--- src/rtl/asi_rw_arb.sv ---
// Read/write arbiter for the user-side memory port: one grant per burst, unused-grant
// timeout and per-direction burst counters. Optional macro ASI_ARB_RD_PRIO_EN selects fixed read priority.
module asi_rw_arb #(
    parameter int GNT_TMO = 15,
    parameter int CNT_W   = 16
) (
    input  logic             usr_clk,
    input  logic             usr_reset,
    input  logic             r_req,
    input  logic             r_busy,
    input  logic             r_last,
    input  logic             w_req,
    input  logic             w_busy,
    input  logic             w_last,
    output logic             rgranted,
    output logic             wgranted,
    output logic             tmo_err,
    output logic [CNT_W-1:0] rd_cnt,
    output logic [CNT_W-1:0] wr_cnt
);

    // The timer never exceeds GNT_TMO-1, so clog2(GNT_TMO) bits always suffice.
    localparam int TW = (GNT_TMO < 2) ? 1 : $clog2(GNT_TMO);
    localparam logic [TW-1:0] TMO_LAST = TW'(GNT_TMO - 1);

    typedef enum logic [1:0] {
        ARB_IDLE,
        ARB_RD,
        ARB_WR
    } arb_state_t;

    arb_state_t       state_q, state_d;
    logic             last_srv_q, last_srv_d;
    logic [TW-1:0]    timer_q, timer_d;
    logic             started_q, started_d;
    logic             tmo_q, tmo_d;
    logic [CNT_W-1:0] rd_cnt_q, rd_cnt_d;
    logic [CNT_W-1:0] wr_cnt_q, wr_cnt_d;

    logic pick_rd;
    logic pick_wr;
    logic own_busy;
    logic own_last;
    logic expired;

`ifdef ASI_ARB_RD_PRIO_EN
    assign pick_rd = r_req;
`else
    // last_srv_q==1 means write was served last, so read gets the tie.
    assign pick_rd = r_req && (!w_req || last_srv_q);
`endif
    assign pick_wr = w_req && !pick_rd;

    // Only the owning path's beats are observed; the other path is ignored.
    always_comb begin
        own_busy = 1'b0;
        own_last = 1'b0;
        case (state_q)
            ARB_RD: begin
                own_busy = r_busy;
                own_last = r_last;
            end
            ARB_WR: begin
                own_busy = w_busy;
                own_last = w_last;
            end
            default: begin
                own_busy = 1'b0;
                own_last = 1'b0;
            end
        endcase
    end

    assign expired = !started_q && (timer_q == TMO_LAST);

    always_comb begin
        state_d    = state_q;
        last_srv_d = last_srv_q;
        timer_d    = timer_q;
        started_d  = started_q;
        tmo_d      = 1'b0;
        rd_cnt_d   = rd_cnt_q;
        wr_cnt_d   = wr_cnt_q;

        case (state_q)
            ARB_IDLE: begin
                timer_d   = '0;
                started_d = 1'b0;
                if (pick_rd) begin
                    state_d    = ARB_RD;
                    last_srv_d = 1'b0;
                end else if (pick_wr) begin
                    state_d    = ARB_WR;
                    last_srv_d = 1'b1;
                end
            end
            ARB_RD, ARB_WR: begin
                // A beat always beats expiry in the same cycle.
                if (own_busy && own_last) begin
                    state_d = ARB_IDLE;
                    if (state_q == ARB_RD) begin
                        rd_cnt_d = rd_cnt_q + 1'b1;
                    end else begin
                        wr_cnt_d = wr_cnt_q + 1'b1;
                    end
                end else if (own_busy) begin
                    started_d = 1'b1;
                end else if (expired) begin
                    state_d = ARB_IDLE;
                    tmo_d   = 1'b1;
                end else if (!started_q) begin
                    timer_d = timer_q + 1'b1;
                end
            end
            default: begin
                state_d = ARB_IDLE;
            end
        endcase
    end

    always_ff @(posedge usr_clk) begin
        if (usr_reset) begin
            state_q    <= ARB_IDLE;
            last_srv_q <= 1'b1;
            timer_q    <= '0;
            started_q  <= 1'b0;
            tmo_q      <= 1'b0;
            rd_cnt_q   <= '0;
            wr_cnt_q   <= '0;
        end else begin
            state_q    <= state_d;
            last_srv_q <= last_srv_d;
            timer_q    <= timer_d;
            started_q  <= started_d;
            tmo_q      <= tmo_d;
            rd_cnt_q   <= rd_cnt_d;
            wr_cnt_q   <= wr_cnt_d;
        end
    end

    assign rgranted = (state_q == ARB_RD);
    assign wgranted = (state_q == ARB_WR);
    assign tmo_err  = tmo_q;
    assign rd_cnt   = rd_cnt_q;
    assign wr_cnt   = wr_cnt_q;

endmodule

--- config.mk ---
export PLATFORM = sky130hd
export DESIGN_NAME = asi_rw_arb
export DESIGN_NICKNAME = d
export VERILOG_FILES = /design/src/rtl/asi_rw_arb.sv
export SDC_FILE = /design/constraint.sdc
export NUM_CORES = 1
export LEC_CHECK = 0
export ABC_AREA = 1
export ABC_CLOCK_PERIOD_IN_PS = 1600
export CORE_MARGIN = 2
export CORE_UTILIZATION = 40
export CTS_CLUSTER_DIAMETER = 50
export DETAILED_ROUTE_END_ITERATION = 6
export PLACE_DENSITY = 0.65
export SLEW_MARGIN = 20
export SYNTH_ARGS = -nofsm -noshare
export SYNTH_HDL_FRONTEND = slang
export SYNTH_SLANG_ARGS = --single-unit
--- constraint.sdc ---
create_clock -name usr_clk -period 1.6 [get_ports usr_clk]
set_input_delay 0.16 -clock usr_clk [delete_from_list [all_inputs] [get_ports usr_clk]]
set_output_delay 0.16 -clock usr_clk [all_outputs]
set_load 0.02 [all_outputs]
Yosys cells after proc, flatten, opt, wreduce, memory -nomap -nowiden
Cells that the tools add are included.
Widths: inputs -> output; s select.
{"block": "word_totals", "reg_bits": 41, "word_cells": 61, "input_bits": 8, "out_inout_bits": 35}
{"block": "classes", "n_eq_ne": 11, "n_bitwise": 2, "n_mux": 19, "n_reduce_logical": 19, "addsub": 3}
{"operator": "$add 16x1->16 const B", "count": 2}
{"operator": "$mux 4", "count": 4}
{"operator": "$reduce_and 3->1", "count": 4}
{"operator": "$mux 2", "count": 5}
{"operator": "$ne 2x2->1 const B", "count": 5}
{"operator": "$ne 3x3->1 const B", "count": 3}
{"operator": "$pmux 4 s2", "count": 1}
{"operator": "$pmux 1 s2", "count": 3}
{"operator": "$mux 1", "count": 5}
{"operator": "$reduce_and 5->1", "count": 1}
{"operator": "$add 4x1->4 const B", "count": 1}
{"operator": "$eq 4x4->1 const B", "count": 1}
{"operator": "$logic_and 1x1->1", "count": 4}
{"operator": "$pmux 2 s2", "count": 1}
{"operator": "$reduce_bool 2->1", "count": 2}
{"operator": "$reduce_or 4->1", "count": 1}
{"operator": "$logic_not 1->1", "count": 3}
{"operator": "$eq 2x1->1 const B", "count": 1}
{"operator": "$eq 2x2->1 const B", "count": 1}
{"operator": "$logic_not 2->1", "count": 1}
{"operator": "$not 1->1", "count": 2}
{"operator": "$reduce_and 2->1", "count": 1}
{"operator": "$reduce_or 2->1", "count": 1}
{"operator": "$logic_or 1x1->1", "count": 1}

Longest topological paths before layout
Gate-level depths: netlist (run 1).
{"block": "depth", "word_depth": 8, "depth_mapped": 11, "mapped_depth_nobuf": 11}

Worst setup path before layout (run 1)
No wires, ideal clock.
{"block": "synth_timing", "path_kind": "flip-flop to flip-flop", "start": "reg state_q[0]", "end": "reg wr_cnt_q[15], in the netlist wr_cnt[15]", "path_slack_ns": -0.016, "path_stages_with_launch": 11, "path_buffers": 1, "t_required_ns": 1.490, "period_less_slack_ns": 1.616, "t_arrival_ns": 1.505, "cell_sequence": "dfxtp_1 inv_1 ha_1 nand2_1 nand2_4 nand3_4 nor2_8 buf_6 nand4_1 nand2_1 nor2_1"}
{"block": "synth_via", "elab_chain_cells": 4, "elab_cells_between_ends": 8, "classes_between": "2 x eq/ne; 2 x mux; 1 x bitwise; 3 x reduce/logical"}
{"item": "from (decl)", "line": "32", "source": "arb_state_t state_q, state_d;"}
{"item": "from (signal assigned)", "line": "131", "source": "state_q <= state_d;"}
{"item": "$eq 2x2->1 *"}
{"item": "via wgranted", "line": "16", "source": "output logic wgranted,"}
{"item": "$pmux 1 s2", "line": "58", "source": "case (state_q)"}
{"item": "$logic_and 1x1->1", "line": "99", "source": "if (own_busy && own_last) begin"}
{"item": "$reduce_and 3->1 (no line) *"}
{"item": "to (signal assigned)", "line": "137", "source": "wr_cnt_q <= wr_cnt_d;"}
{"item": "to (decl)", "line": "38", "source": "logic [CNT_W-1:0] wr_cnt_q, wr_cnt_d;"}
The timed path passes the listed nets; every way through them passes the cells marked *.
A chain may end at the register's enable or synchronous reset.

Worst setup path after layout (run 1)
{"block": "layout_timing", "start": "reg state_q[0]", "end": "reg rd_cnt_q[15], in the netlist rd_cnt[15]"}
{"block": "layout_via", "elab_chain_cells": 4, "elab_cells_between_ends": 7, "classes_between": "2 x eq/ne; 2 x mux; 3 x reduce/logical"}
{"item": "$eq 2x2->1 or $eq 2x1->1 (tied branches)", "line": "58, 85, 101"}
{"item": "$pmux 1 s2", "line": "58"}
{"item": "$logic_and 1x1->1", "line": "99"}
{"item": "$reduce_and 3->1 (no line) *"}
{"item": "to (signal assigned)", "line": "136", "source": "rd_cnt_q <= rd_cnt_d;"}
{"item": "to (decl)", "line": "37", "source": "logic [CNT_W-1:0] rd_cnt_q, rd_cnt_d;"}
Mark *: on every way between the ends. The rest lies on a longest branch, timed or not.

==> results of run 1 <==
repair_timing:
item                       CTS  global route
setup endpoints to repair    3            35
gates resized for setup      3            35
buffers inserted             0             2
gates cloned                 0             2
pin swaps                    0            12
where the power goes:
group	switching (mW)	leakage [nW]	internal, mW
logic	0.288	0.878	0.206
registers	0.0396	0.332	1.06
clock network	0.384	0.0574	0.508
total	0.711	1.27	1.77
state kept, by name (all words and copies together) (netlist names):
| name | flops |
|---|---|
| started_q | 1 |
| timer_q | 4 |
| rd_cnt | 16 |
| last_srv_q | 1 |
| tmo_err | 1 |
| state_q | 2 |
| wr_cnt | 16 |
through the flow:
stage	cell area [sq um]	setup WS [ns]	power, mW	setup TNS, ns	hold WS, ns
after floorplan	2290	0.0798	1.40	0	0.229
after global placement	2840	0.0594	1.52	0	0.438
after detailed placement	2840	0.0331	1.53	0	0.451
after CTS	2950	0.00947	2.42	0	0.475
after global routing	3140	-0.0681	2.61	-0.542	0.489
final	3140	0.00385	2.48	0	0.474
placed cells by master, fill, tap and decap left out, drive strengths merged:
master / instances
dfxtp: 41
a21oi: 27
o21ai: 7
clkinv: 1
nor2: 61
nand3: 36
nand4: 13
clkbuf: 8
nor3: 5
buf: 11
inv: 37
nand2: 92
ha: 7
dlymetal6s2s: 4
clkinvlp: 1
bufinv: 1
o21a: 1
or2: 1
nand3b: 1
xnor2: 4
dlygate4sd2: 3
clkdlybuf4s50: 35
xor2: 2
worst register-to-register path, delay by kind of cell (launching register included):
kind / cells / cell delay, ns
buf+inv: 2 / 0.28
flops: 1 / 0.37
fa+ha+maj: 1 / 0.17
simple gates: 7 / 0.68
cells by family (layout without fill, tap and decap cells):
| group | Yosys count | in the layout | share of synthesized area |
|---|---|---|---|
| xor gates and xnor gates | 6 | 6 | 0.0230 |
| AOI/OAI and AO/OA | 35 | 35 | 0.0779 |
| adders and majority gates | 7 | 7 | 0.0384 |
| buffers and inverters | 45 | 101 | 0.0855 |
| and+or+nand+nor | 209 | 209 | 0.416 |
| DFF | 41 | 41 | 0.360 |
worst max path at each step:
stage,depth (start not counted),endpoint,slack [ns]
2_1_floorplan,10,wr_cnt[15],0.08
3_3_place_gp,8,timer_q[3],0.06
3_5_place_dp,11,rd_cnt[6],0.03
4_1_cts,1,rd_cnt[7],0.009
5_1_grt,11,rd_cnt[15],-0.07
6_report,10,rd_cnt[15],0.004
cell type report:
cell class / instances / area (sq um) / area share
tap: 72 / 90.1 / 0.0287
inverter: 38 / 148 / 0.0470
clock buffer: 6 / 82.6 / 0.0263
clock inverter: 2 / 37.5 / 0.0120
timing repair buffer: 55 / 584 / 0.186
sequential: 41 / 828 / 0.264
multi-input combinational: 257 / 1370 / 0.436
metal layers:
metal	vias to the layer above	track usage	wire (um)	share of wire
met1	980	0.209	2510	0.48
met2	40	0.267	2480	0.47
met3	5	0.0385	187	0.036
met4	0	0.0466	65	0.012
met5	-	0	0	0
li1	1218	-	-	-
==> results.txt, run 1 <==
* Wire length of the first global-routing pass: around 8300 um
- In the routed layout, each cell is associated on average with a via count of 4.76.
- After synthesis, the share of flip-flops with an asynchronous set or reset is 0.
- STA classifies the critical path startpoint as a flop.
- Among cell families on the critical path, the largest total delay comes from simple AND/OR/NAND/NOR gates.
* Category of the worst setup path capture point: flop
* Max Clock Freq: 627 MHz
- Leakage power summed over all cells: 1.27 nW
- The core region is between 0.005 and 0.006 sq mm.
* 1st-iter DRT viols: between 90 and 100
- Area growth from synthesis to final layout: 37.6%
- Worst-case clock buffer depth: 2
- The number of global-route vias before repair is around 1900.
- Final worst-path cycle share: 0.998
* Max IR drop VDD: between 0.4 and 0.5 mV
- CTS root buffer: sky130_fd_sc_hd__clkbuf_8
* Synth area leaders: sky130_fd_sc_hd__dfxtp_1 (36%), sky130_fd_sc_hd__nand2_1 (14%), sky130_fd_sc_hd__nor2_1 (9.2%)
- For this run, the register share of the synthesized area comes to 0.360.
- Measured in cells, the most critical reg-to-reg path has a length of 10.
* CP max stage delay: 0.37 ns
- Synth Net Count: approximately 360
* Die Wd: approximately 80 um
- Post-route non-filler standard cell count: roughly 470
- Remaining global-route overflow: 0
- Flop-to-flop setup slack: 0.004 ns
- Arrival time reported for the critical path endpoint: approximately 1.8 ns
- The repair_antennas step left the layout with diodes totalling 0.
* Site Rows: 27
- At the end of the flow, the number of nets in the layout was approximately 410.
- For this run, the leading register cell type out of synthesis is sky130_fd_sc_hd__dfxtp_1.
* Actual slew at the worst max-slew pin: 0.358 ns
- Summed instance area of the synthesized netlist: 0.00228 sq mm
* Worst setup path startpoint: state_q[0]
* Setup violations, final: 0
* Data required time at the worst endpoint: between 1.5 and 2 ns
- Number of cells on the worst hold path: 2
- On the final layout, the worst clock skew is roughly 0.0051 ns.
* Hold-fix buffers, CTS: 0
* Buffering stage count on the worst path with inverters included: 2
- Most numerous cell types in the synthesized netlist: sky130_fd_sc_hd__nand2_1 (88), sky130_fd_sc_hd__nor2_1 (56), sky130_fd_sc_hd__dfxtp_1 (41), sky130_fd_sc_hd__inv_1 (37), sky130_fd_sc_hd__nand3_1 (32)
- Final number of hold-violating endpoints: 0
* DRC violations left: 0
- Die Footprint: ~0.0063 sq mm
- Source of the worst hold timing path: last_srv_q
* Library cell with the highest instance count after synthesis: sky130_fd_sc_hd__nand2_1
- Input/output buffers: between 40 and 50
- Headroom to the max-slew limit: 0.760
* Final critical delay including setup and external delays: roughly 1.6 ns
* Largest net degree at the start of global routing: 22
- Share of final-layout standard cells stronger than drive strength 1: 0.140
* Number of antenna violations at the first check in global routing: 0
- Syn_area_per_cell: roughly 6.7 sq um
- CP Cell Sequence: inv_4, ha_4, nand2_4, nand2_4, nand3_4, nor2_4, clkbuf_16, nand4_1, nand2_1, nor2_1
- The pre-antenna-repair detailed-routing pass consisted of 4 iterations.
* Clock network latency to the later pin of the worst-skew pair: 0.30 ns
- Once layout is complete, the utilization of the core stands at 0.570.
- Post-DR wirelength/cell: about 11 um
- The congestion estimate from routability-driven global placement came to ~0.85.
- The H-tree generated during clock tree synthesis spans 2 levels.
- TritonCTS built the clock tree.
- The count of nets left with antenna violations once routing finished came out at 0.
- Number of flops mapped to enable cells by yosys: 0
- The share of synthesized area in the top cell type comes to 0.360.
- The flow ran to the end, and the final reports show no timing, DRC or antenna violations.
- Capturing point of the worst reg2reg path: rd_cnt[15]
* Pwr per Cell Area: between 700 and 800 mW/mm^2
- Overall fraction of global-route tracks in use: 0.162
* Die Y: 79.5 um
- RSZ-0062 raised after global routing: yes
* Cell count after placement: around 460
- By instance count, the cell type seen most on the critical path is sky130_fd_sc_hd__nand2_4.
- The routed design has 5240 um of wire.
* Gate count after technology mapping: between 300 and 400
- Starting density of the core: 0.414
- The detailed router placed approximately 2200 vias in this run.
- The path class of the tightest hold or removal check is reg -> reg.
* Clock-pin transition on the worst setup and hold timing paths: about 0.080 ns
* CTS Sinks: 41
- Along the worst path, the maximum fanout reaches 5.
* Endpoint of the worst hold-timing path: last_srv_q
* Slew Limit Fails: 0
* Number of buffers created by CTS: 5
* Filler cell count in the final layout: roughly 510
* Placed wire-length estimate after detailed placement: 3680 um
- Worst flop-to-flop path startpoint: state_q[0]
- The setup path with the least slack is of type reg -> reg.
* Cell taking the most area after synthesis: sky130_fd_sc_hd__dfxtp_1
- Library cells used by synthesis: 27
- Pin placement for this block handled 43 I/O pins.
- Number of max-cap violations: 0
- Yosys warning count: 0
- Slowest cell on the critical path: sky130_fd_sc_hd__dfxtp_4
- Number of register bits inferred by synthesis: 41
Note: power is estimated with default switching activity, not from simulation.
==> run 2, diff against run 1 <==
--- a/config.mk
+++ b/config.mk
@@ -7,11 +7,10 @@
 export LEC_CHECK = 0
 export ABC_AREA = 1
 export ABC_CLOCK_PERIOD_IN_PS = 1600
-export CORE_MARGIN = 2
-export CORE_UTILIZATION = 40
+export CORE_UTILIZATION = 52
 export CTS_CLUSTER_DIAMETER = 50
 export DETAILED_ROUTE_END_ITERATION = 6
-export PLACE_DENSITY = 0.65
+export PLACE_DENSITY = 0.81
 export SLEW_MARGIN = 20
 export SYNTH_ARGS = -nofsm -noshare
 export SYNTH_HDL_FRONTEND = slang
==> run 2 against run 1 <==
Effect of this change:
- design area is 1.5% lower
- non-clock buffer count is 2 lower
- sequential power hardly changed
- die area is 26% lower
- register-to-register slack hardly changed
- critical path type unchanged
- fmax hardly changed
- largest cell class unchanged
==> results.txt, run 2 (same netlist as run 1, synthesis figures left out) <==
* Hold-fix buffers, CTS: 0 (unchanged)
- Fraction of met3 tracks used by global routing: 0.0400 (+0.00154)
* Antenna Cells: 0 (unchanged)
- The share of the core filled with cells in the final layout is 0.752 (+0.181).
- Flop-to-flop setup slack: 0.003 ns (about the same)
- DRC violations left: 0 (unchanged)
- Max IR drop VDD: 0.598 mV (+22%)
* Via-to-Cell Ratio: 5.28 (+11%)
- The met2 track utilization from global routing came to 0.365 (+0.0980).
* CTS Sinks: 41 (unchanged)
* Placed wire-length estimate after detailed placement: 3560 um (-3.1%)
- The CTS buffer count was 5 (unchanged).
- Post-route non-filler standard cell count: 447 (-5.1%)
- Capturing point of the worst reg2reg path: rd_cnt[11]
- The initial antenna violation count was 0 (unchanged).
- Peak-usage layer in the global routing report: met2
* Endpoint of the worst hold-timing path: last_srv_q
- Area growth from synthesis to final layout: 35.5%
- Starting density of the core: 0.555 (+0.140)
* Buffering stage count on the worst path with inverters included: 2 (unchanged)
- The worst register-to-register path begins at state_q[1].
* Die Wd: 68.3 um (-14%)
- Slew Limit Fails: 0 (unchanged)
- The clock latency on the worst-skew pair came to 0.30 ns (about the same).
* Overall fraction of global-route tracks in use: 0.232 (+0.0699)
* CTS root buffer: sky130_fd_sc_hd__clkbuf_8
- The worst max-slew margin expressed relative to the limit was 0.766 (+0.00546).
- Top library cells by usage in the layout, fill and taps aside: sky130_fd_sc_hd__nand2_1 (85), sky130_fd_sc_hd__nor2_1 (49), sky130_fd_sc_hd__dfxtp_1 (39)
* Category of the worst setup path capture point: flop
* Family with the most delay on the worst path: simple AND/OR/NAND/NOR gates
- Final worst-path cycle share: 0.998 (about the same)
- Largest net degree at the start of global routing: 18 (-18%)
- Walking the worst path, the cells encountered are inv_4, ha_4, nand2_1, nand2_2, nand3_4, nor2_4, clkbuf_16, nand3_1, nand2_1, nor2_1.
- Post-DR wirelength/cell: 11.9 um (+7.3%)
* Startpoint types: flop
- Leakage power summed over all cells: 1.25 nW (-1.3%)
- The global routing usage on met1 is 0.309 (+0.0994).
- The height of the chip came to 68.3 um (-14%).
- Logic depth of the worst path, buffers included: 10 (unchanged)
- The longest individual stage delay on the worst path came to 0.37 ns (about the same).
- The total of buffers placed on input and output ports came to 42 (unchanged).
- Total via count after detailed routing: 2358 (+5.1%)
* Clock-pin transition on the worst setup and hold timing paths: 0.08 ns (about the same)
- Worst-case clock buffer depth: 2 (unchanged)
- Highest fanout seen on the critical path: 6 (+1)
- Share of final-layout standard cells stronger than drive strength 1: 0.134 (-0.00685)
- Actual slew at the worst max-slew pin: 0.350 ns (-0.00817 ns)
* Slowest cell on the critical path: sky130_fd_sc_hd__dfxtp_4
- The number of global-route vias before repair is 1924 (-0.16%).
- The weighted congestion at the end of routability-driven global placement came to 0.852 (+0.46%).
* Remaining global-route overflow: 0 (unchanged)
- 1st-iter DRT viols: 165 (+72%)
* Status: finished clean
- The achievable clock frequency was 626 MHz (about the same).
- The depth of the CTS H-tree was 2 (unchanged).
- Core area: 0.00412 sq mm (-25%)
- The number of hold violations in the final report is 0 (unchanged).
- Worst Reg2Reg Path Length in Cells: 10 (unchanged)
- Post-route clock skew: 0.00856 ns (+0.00341 ns)
- The worst hold path begins at last_srv_q.
- The number of nets with antenna violations after detailed routing is 0 (unchanged).
* Site Rows: 23 (-15%)
* Pwr per Cell Area: 794 mW/mm^2 (+0.29%)
- RSZ-0062 raised after global routing: yes
- The number of iterations in the first detailed-routing pass is 4 (unchanged).
- Die Footprint: 0.00466 sq mm (-26%)
* Boundary Pins: 43 (unchanged)
- Final critical delay including setup and external delays: 1.60 ns (+0.000844 ns)
- Setup violations, final: 0 (unchanged)
- Arrival time reported for the critical path endpoint: 1.80 ns (about the same)
- Crit Path Category: reg -> reg
* Commonest non-fill, non-tap cell in the layout: sky130_fd_sc_hd__nand2_1
- The total wire length was 5330 um (+1.9%).
- The first-pass GRT wire length came to 8230 um (-0.42%).
* Worst path most repeated cell: sky130_fd_sc_hd__nand2_1
- The net total in the final layout is 411 (-0.48%).
* Data required time at the worst endpoint: 1.80 ns (about the same)
* Cell count after placement: 435 (-5.2%)
* Number of cells on the worst hold path: 2 (unchanged)
- HP Class: reg -> reg
* Number of max-cap violations: 0 (unchanged)
- Clock tree from TritonCTS: built
[run 2: worst max-delay path by stage]
stage,slack (ns),from,endpoint
6_report,0.003,state_q[1],rd_cnt[11]
5_1_grt,-0.11,state_q[1],rd_cnt[15]
4_1_cts,-0.02,state_q[1],timer_q[1]
3_5_place_dp,-0.03,state_q[0],timer_q[1]
3_3_place_gp,0.06,state_q[0],timer_q[1]
2_1_floorplan,0.08,state_q[0],wr_cnt[15]
[run 2: timing repair]
item | 4_1_cts | 5_1_grt
buffers inserted | 0 | 3
cloned | 0 | 1
resized for setup | 3 | 35
pin swaps | 0 | 10
endpoints found under the setup margin | 9 | 39
[run 2: area by class of cell]
type                    instances  area (sq um)
clock buffers                   7          86.3
clock inverters                 1          30.0
fillers                       322          1020
inverters                      38           148
multi-input cells             257          1370
flip-flops and latches         41           828
well taps                      50          62.6
repair buffers                 53           569
[run 2: per-stage QoR]
step | hold slack [ns] | area, sq um | worst slack (ns) | setup TNS, ns | power, mW
4_1_cts | 0.478 | 2920 | -0.0182 | -0.0250 | 2.37
6_report | 0.466 | 3090 | 0.00301 | 0 | 2.46
3_3_place_gp | 0.444 | 2810 | 0.0575 | 0 | 1.49
5_1_grt | 0.502 | 3090 | -0.114 | -0.825 | 2.57
2_1_floorplan | 0.229 | 2290 | 0.0798 | 0 | 1.40
3_5_place_dp | 0.455 | 2810 | -0.0303 | -0.0397 | 1.51
[run 2: power by group]
group          switching, mW  internal [mW]
Combinational          0.283          0.190
Sequential            0.0410           1.06
Clock                  0.372          0.509
Total                  0.696           1.76
[run 2: tightest hold or removal path, delay by kind of cell (launching register included)]
| kind | cells | cell delay (ns) |
|---|---|---|
| simple gates | 2 | 0.10 |
| flops | 1 | 0.33 |
[run 2: layer usage]
layer | part of all wire | routed length, um
met1 | 0.46 | 2450
met3 | 0.047 | 252
met4 | 0.018 | 96
met5 | 0 | 0
met2 | 0.48 | 2540
==> patch 1: new RTL, flow settings as in run 1 <==
Reset style: asynchronous (`usr_reset`), changed in one clocked block.
--- a/src/rtl/asi_rw_arb.sv
+++ b/src/rtl/asi_rw_arb.sv
@@ -120,3 +120,3 @@
 
-    always_ff @(posedge usr_clk) begin
+    always_ff @(posedge usr_clk or posedge usr_reset) begin
         if (usr_reset) begin
Function: differs if usr_reset is asserted again (counterexample within 4 cycles, from zero or initial values and one cycle with usr_reset high); with usr_reset held inactive, the same outputs for 10 cycles.
==> patch 1 against run 1 <==
  * The run now ends with setup timing left
  * Sequential cell count is the same
  * Final area grew 11%
  * Synthesized area grew 6.4%
  * Worst setup slack lost 0.053 ns
  * Clock skew grew 0.0021 ns
  * Routed wire length grew 8.6%
  * Critical path type unchanged
  * Highest routed layer unchanged
Power is not compared: it rests on default switching activity, and its combinational part moved more than twofold at a synthesized area within 25%.
==> patch 1: results (changes against run 1) <==
Outcome
  – Status: complete, but fails checks
  – Failing checks: setup timing

Yosys
  – Synthesized area per cell: 7.49 sq um (+13%)
  – Synth Net Count: 339 (-5.3%)
  – Synth unique cells: 25 (-7.4%)
  – Synth top cells by count: nand2_1 (121), dfrtp_1 (40), inv_1 (30)
  – Primary FF master, synth: dfrtp_1
  – Share of synthesized registers carrying an async set or reset: 100% (+100 points)
  – Top post-synthesis cells by area: dfrtp_1 (41%), nand2_1 (19%), inv_1 (4.6%)
  – Post-synthesis sequential area ratio: 42.3% (+6.4 points)

GRT
  – Vias in the first global route: 2033 (+5.5%)
  – GR Util met1: 23.6% (+2.6 points)
  – Largest net degree at the start of global routing: 42 (+91%)
  – Met3 GRT Util: 3.96% (+0.11 points)

Setup path
  – Worst r2r src: state_q[0]
  – WP data arrival: 1.89 ns (+0.10 ns)
  – CP max FO: 4 (-1)
  – Crit-path max cell delay: 0.39 ns (+0.02 ns)

STA
  – Min setup slack post-route: -0.0494 ns (-0.0532 ns)
  – Min Hold Slack: 0.211 ns (-0.263 ns)
  – Max-slew headroom: 69.7% (-6.3 points)
  – Final setup vio count: 23 (+23)

Placed design
  – Worst Setup Slack post-DPL: -0.0880 ns (-0.121 ns)
  – Post-DP Area: 0.00304 sq mm (+7.0%)

Drt
  – Drt wl/cell: 12.0 um (+8.4%)
  – DR vias: 2314 (+3.2%)
  – Met2 wire len: 2.70 mm (+9.1%)
  – Vias/cell: 4.90 (+2.9%)

Finish
  – Final #Nets: 412 (-0.24%)
  – Layout cells sized above 1: 19.9% (+5.9 points)
  – FILL cells: 510 (-0.39%)

CTS
  – Post_cts resized: 16 (+13)
  – Postcts setup bufs: 2 (+2)

Hold path
  – Hold Crit Class: input port to asynchronous set/reset pin
[patch 1: logic make-up after synthesis]
group | share of synthesized area [%]
AO/OA/AOI/OAI | 5.41
buffers and inverters | 6.39
XOR/XNOR | 5.05
AND/OR/NAND/NOR | 37.2
adder cells (fa/ha/maj) | 3.61
flip-flops | 42.3
[patch 1: layout make-up]
type                            count  area share [%]
Inverter                           31            3.42
Clock buffer                        7            2.48
Sequential cell                    41            29.5
Timing Repair Buffer               67            20.6
Tap cell                           75            2.70
Multi-Input combinational cell    251            41.3
[patch 1: stage by stage]
step	power [mW]	utilization, %	setup TNS [ns]
global placement	2.19	51.6	-0.0375
floorplan	1.84	-	0
detailed placement	2.21	51.6	-0.713
CTS	3.05	54.3	-0.186
finish	3.35	59.1	-0.490
global route	3.57	59.1	-3.50
[patch 1: where the power goes]
| part | internal, mW | switching, mW |
|---|---|---|
| Clock | 0.343 | 0.363 |
| Combinational | 0.634 | 0.789 |
| Sequential | 1.14 | 0.0886 |
| Total | 2.11 | 1.24 |
==> patch 2: new RTL, flow settings as in run 1 <==
Without the edit above. Add a define of `ASI_ARB_RD_PRIO_EN`.
--- a/src/rtl/asi_rw_arb.sv
+++ b/src/rtl/asi_rw_arb.sv
@@ -2,2 +2,4 @@
 // timeout and per-direction burst counters. Optional macro ASI_ARB_RD_PRIO_EN selects fixed read priority.
+`define ASI_ARB_RD_PRIO_EN
+
 module asi_rw_arb #(
Behaviour: not the same (Yosys sat finds a counterexample within 4 cycles, from zero or initial values and one cycle with usr_reset high).
==> patch 2 against run 1 <==
  * The run now ends with setup timing left
  * Synthesized area shrank 1.2%
  * Worst setup slack lost 0.025 ns
  * Critical path depth grew 2
  * Final area grew 3.4%
  * Hold slack gained 0.0066 ns
  * Routed wire length grew 8.3%
  * Sequential cell count shrank 1
  * Count of clock-buffer cells in the layout is the same
Power is not compared: it rests on default switching activity, and its combinational part moved more than twofold at a synthesized area within 25%.
==> patch 2: results (changes against run 1) <==
GRT
  – GRT Total Usage: 17.8% (+1.6 points)
  – Largest net degree at the start of global routing: 17 (-23%)
  – Met3 GRT Util: 2.95% (-0.89 points)
  – First-pass GRT wire length: 9.14 mm (+11%)
  – Vias in the first global route: 2131 (+11%)
  – GR Util met1: 23.4% (+2.5 points)

Drt
  – Vias/cell: 4.81 (+1.0%)
  – Wl on met1: 2.70 mm (+7.5%)
  – DR iter-0 viols: 135 (+41%)
  – Met2 wire len: 2.66 mm (+7.6%)
  – Metal3 WL: 257 um (+37%)

Finish
  – Final #Nets: 435 (+5.3%)
  – FILL cells: 534 (+4.3%)

Yosys
  – Post-Synthesis Cells: 351 (+2.3%)
  – Adder-cell share of the synthesized area: 3.88% (+0.047 points)
  – Synth unique cells: 26 (-3.7%)
  – Synth top cells by count: nand2_1 (98), nor2_1 (72), dfxtp_1 (40)
  – Top post-synthesis cells by area: dfxtp_1 (36%), nand2_1 (16%), nor2_1 (12%)
  – Post-synthesis sequential area ratio: 35.5% (-0.45 points)
  – Xor and xnor area share after synthesis: 2.33% (+0.028 points)

Hold path
  – Hold Crit Class: input port to register

STA
  – Final setup TNS: -0.0620 ns (-0.0620 ns)
  – Min setup slack post-route: -0.0212 ns (-0.0251 ns)
  – Final Skew: 0.00465 ns (-0.000495 ns)
  – Final setup vio count: 6 (+6)

Placed design
  – HPWL after DPL: 3.90 mm (+6.1%)
  – Placed Cells: 478 (+4.1%)

Outcome
  – Status: complete, but fails checks
  – Failing checks: setup timing

Setup path
  – CP max FO: 6 (+1)
  – WP data arrival: 1.81 ns (+0.02 ns)
patch 2: changes by cell type after synthesis, sizes merged, moves of 2 or more:
cell,run 1,this run
nor2,61,74
nand4,13,9
nand2,92,100
or2,1,3
nor3,5,3
a21oi,27,21
patch 2: final cells by class:
class                      instances  area (sq um)  share of cell area [%]
multi-input combinational        267          1420                    43.8
sequential                        40           808                    24.9
timing repair buffer              68           684                    21.1
inverter                          38           148                    4.55
tap                               72          90.1                    2.78
clock buffer                       6          82.6                    2.54
clock inverter                     2          10.0                   0.308
patch 2: logic make-up (layout without fill, tap and decap cells):
family                   count (synthesis)  in the layout
AND/OR/NAND/NOR                        226            226
buffers and inverters                   44            114
flip-flops                              40             40
AO/OA/AOI/OAI                           28             28
adder cells (fa/ha/maj)                  7              7
XOR/XNOR                                 6              6
patch 2: what timing repair did:
item	CTS	global route
gates cloned	0	1
setup buffers	1	5
setup endpoints to repair	23	28
pin swaps	0	18
gates resized for setup	14	39
patch 2: final timing paths:
kind / from / to / slack, ns / depth (start not counted)
worst min-delay path: r_req / state_q[0] / 0.48 / 3
worst min register to register: started_q / started_q / 0.50 / 2
worst max register to register: state_q[0] / rd_cnt[10] / -0.02 / 12
worst max-delay path: state_q[0] / rd_cnt[10] / -0.02 / 12
patch 2: per-stage QoR:
stage | utilization, % | hold WS [ns] | area [sq um] | setup WS, ns
final | 59.3 | 0.480 | 3250 | -0.0212
after detailed placement | 52.7 | 0.486 | 2880 | -0.102
after CTS | 55.6 | 0.482 | 3040 | 0.00914
after global placement | 52.7 | 0.470 | 2880 | -0.0544
after floorplan | - | 0.229 | 2260 | 0.0188
after global routing | 59.3 | 0.529 | 3250 | -0.0870
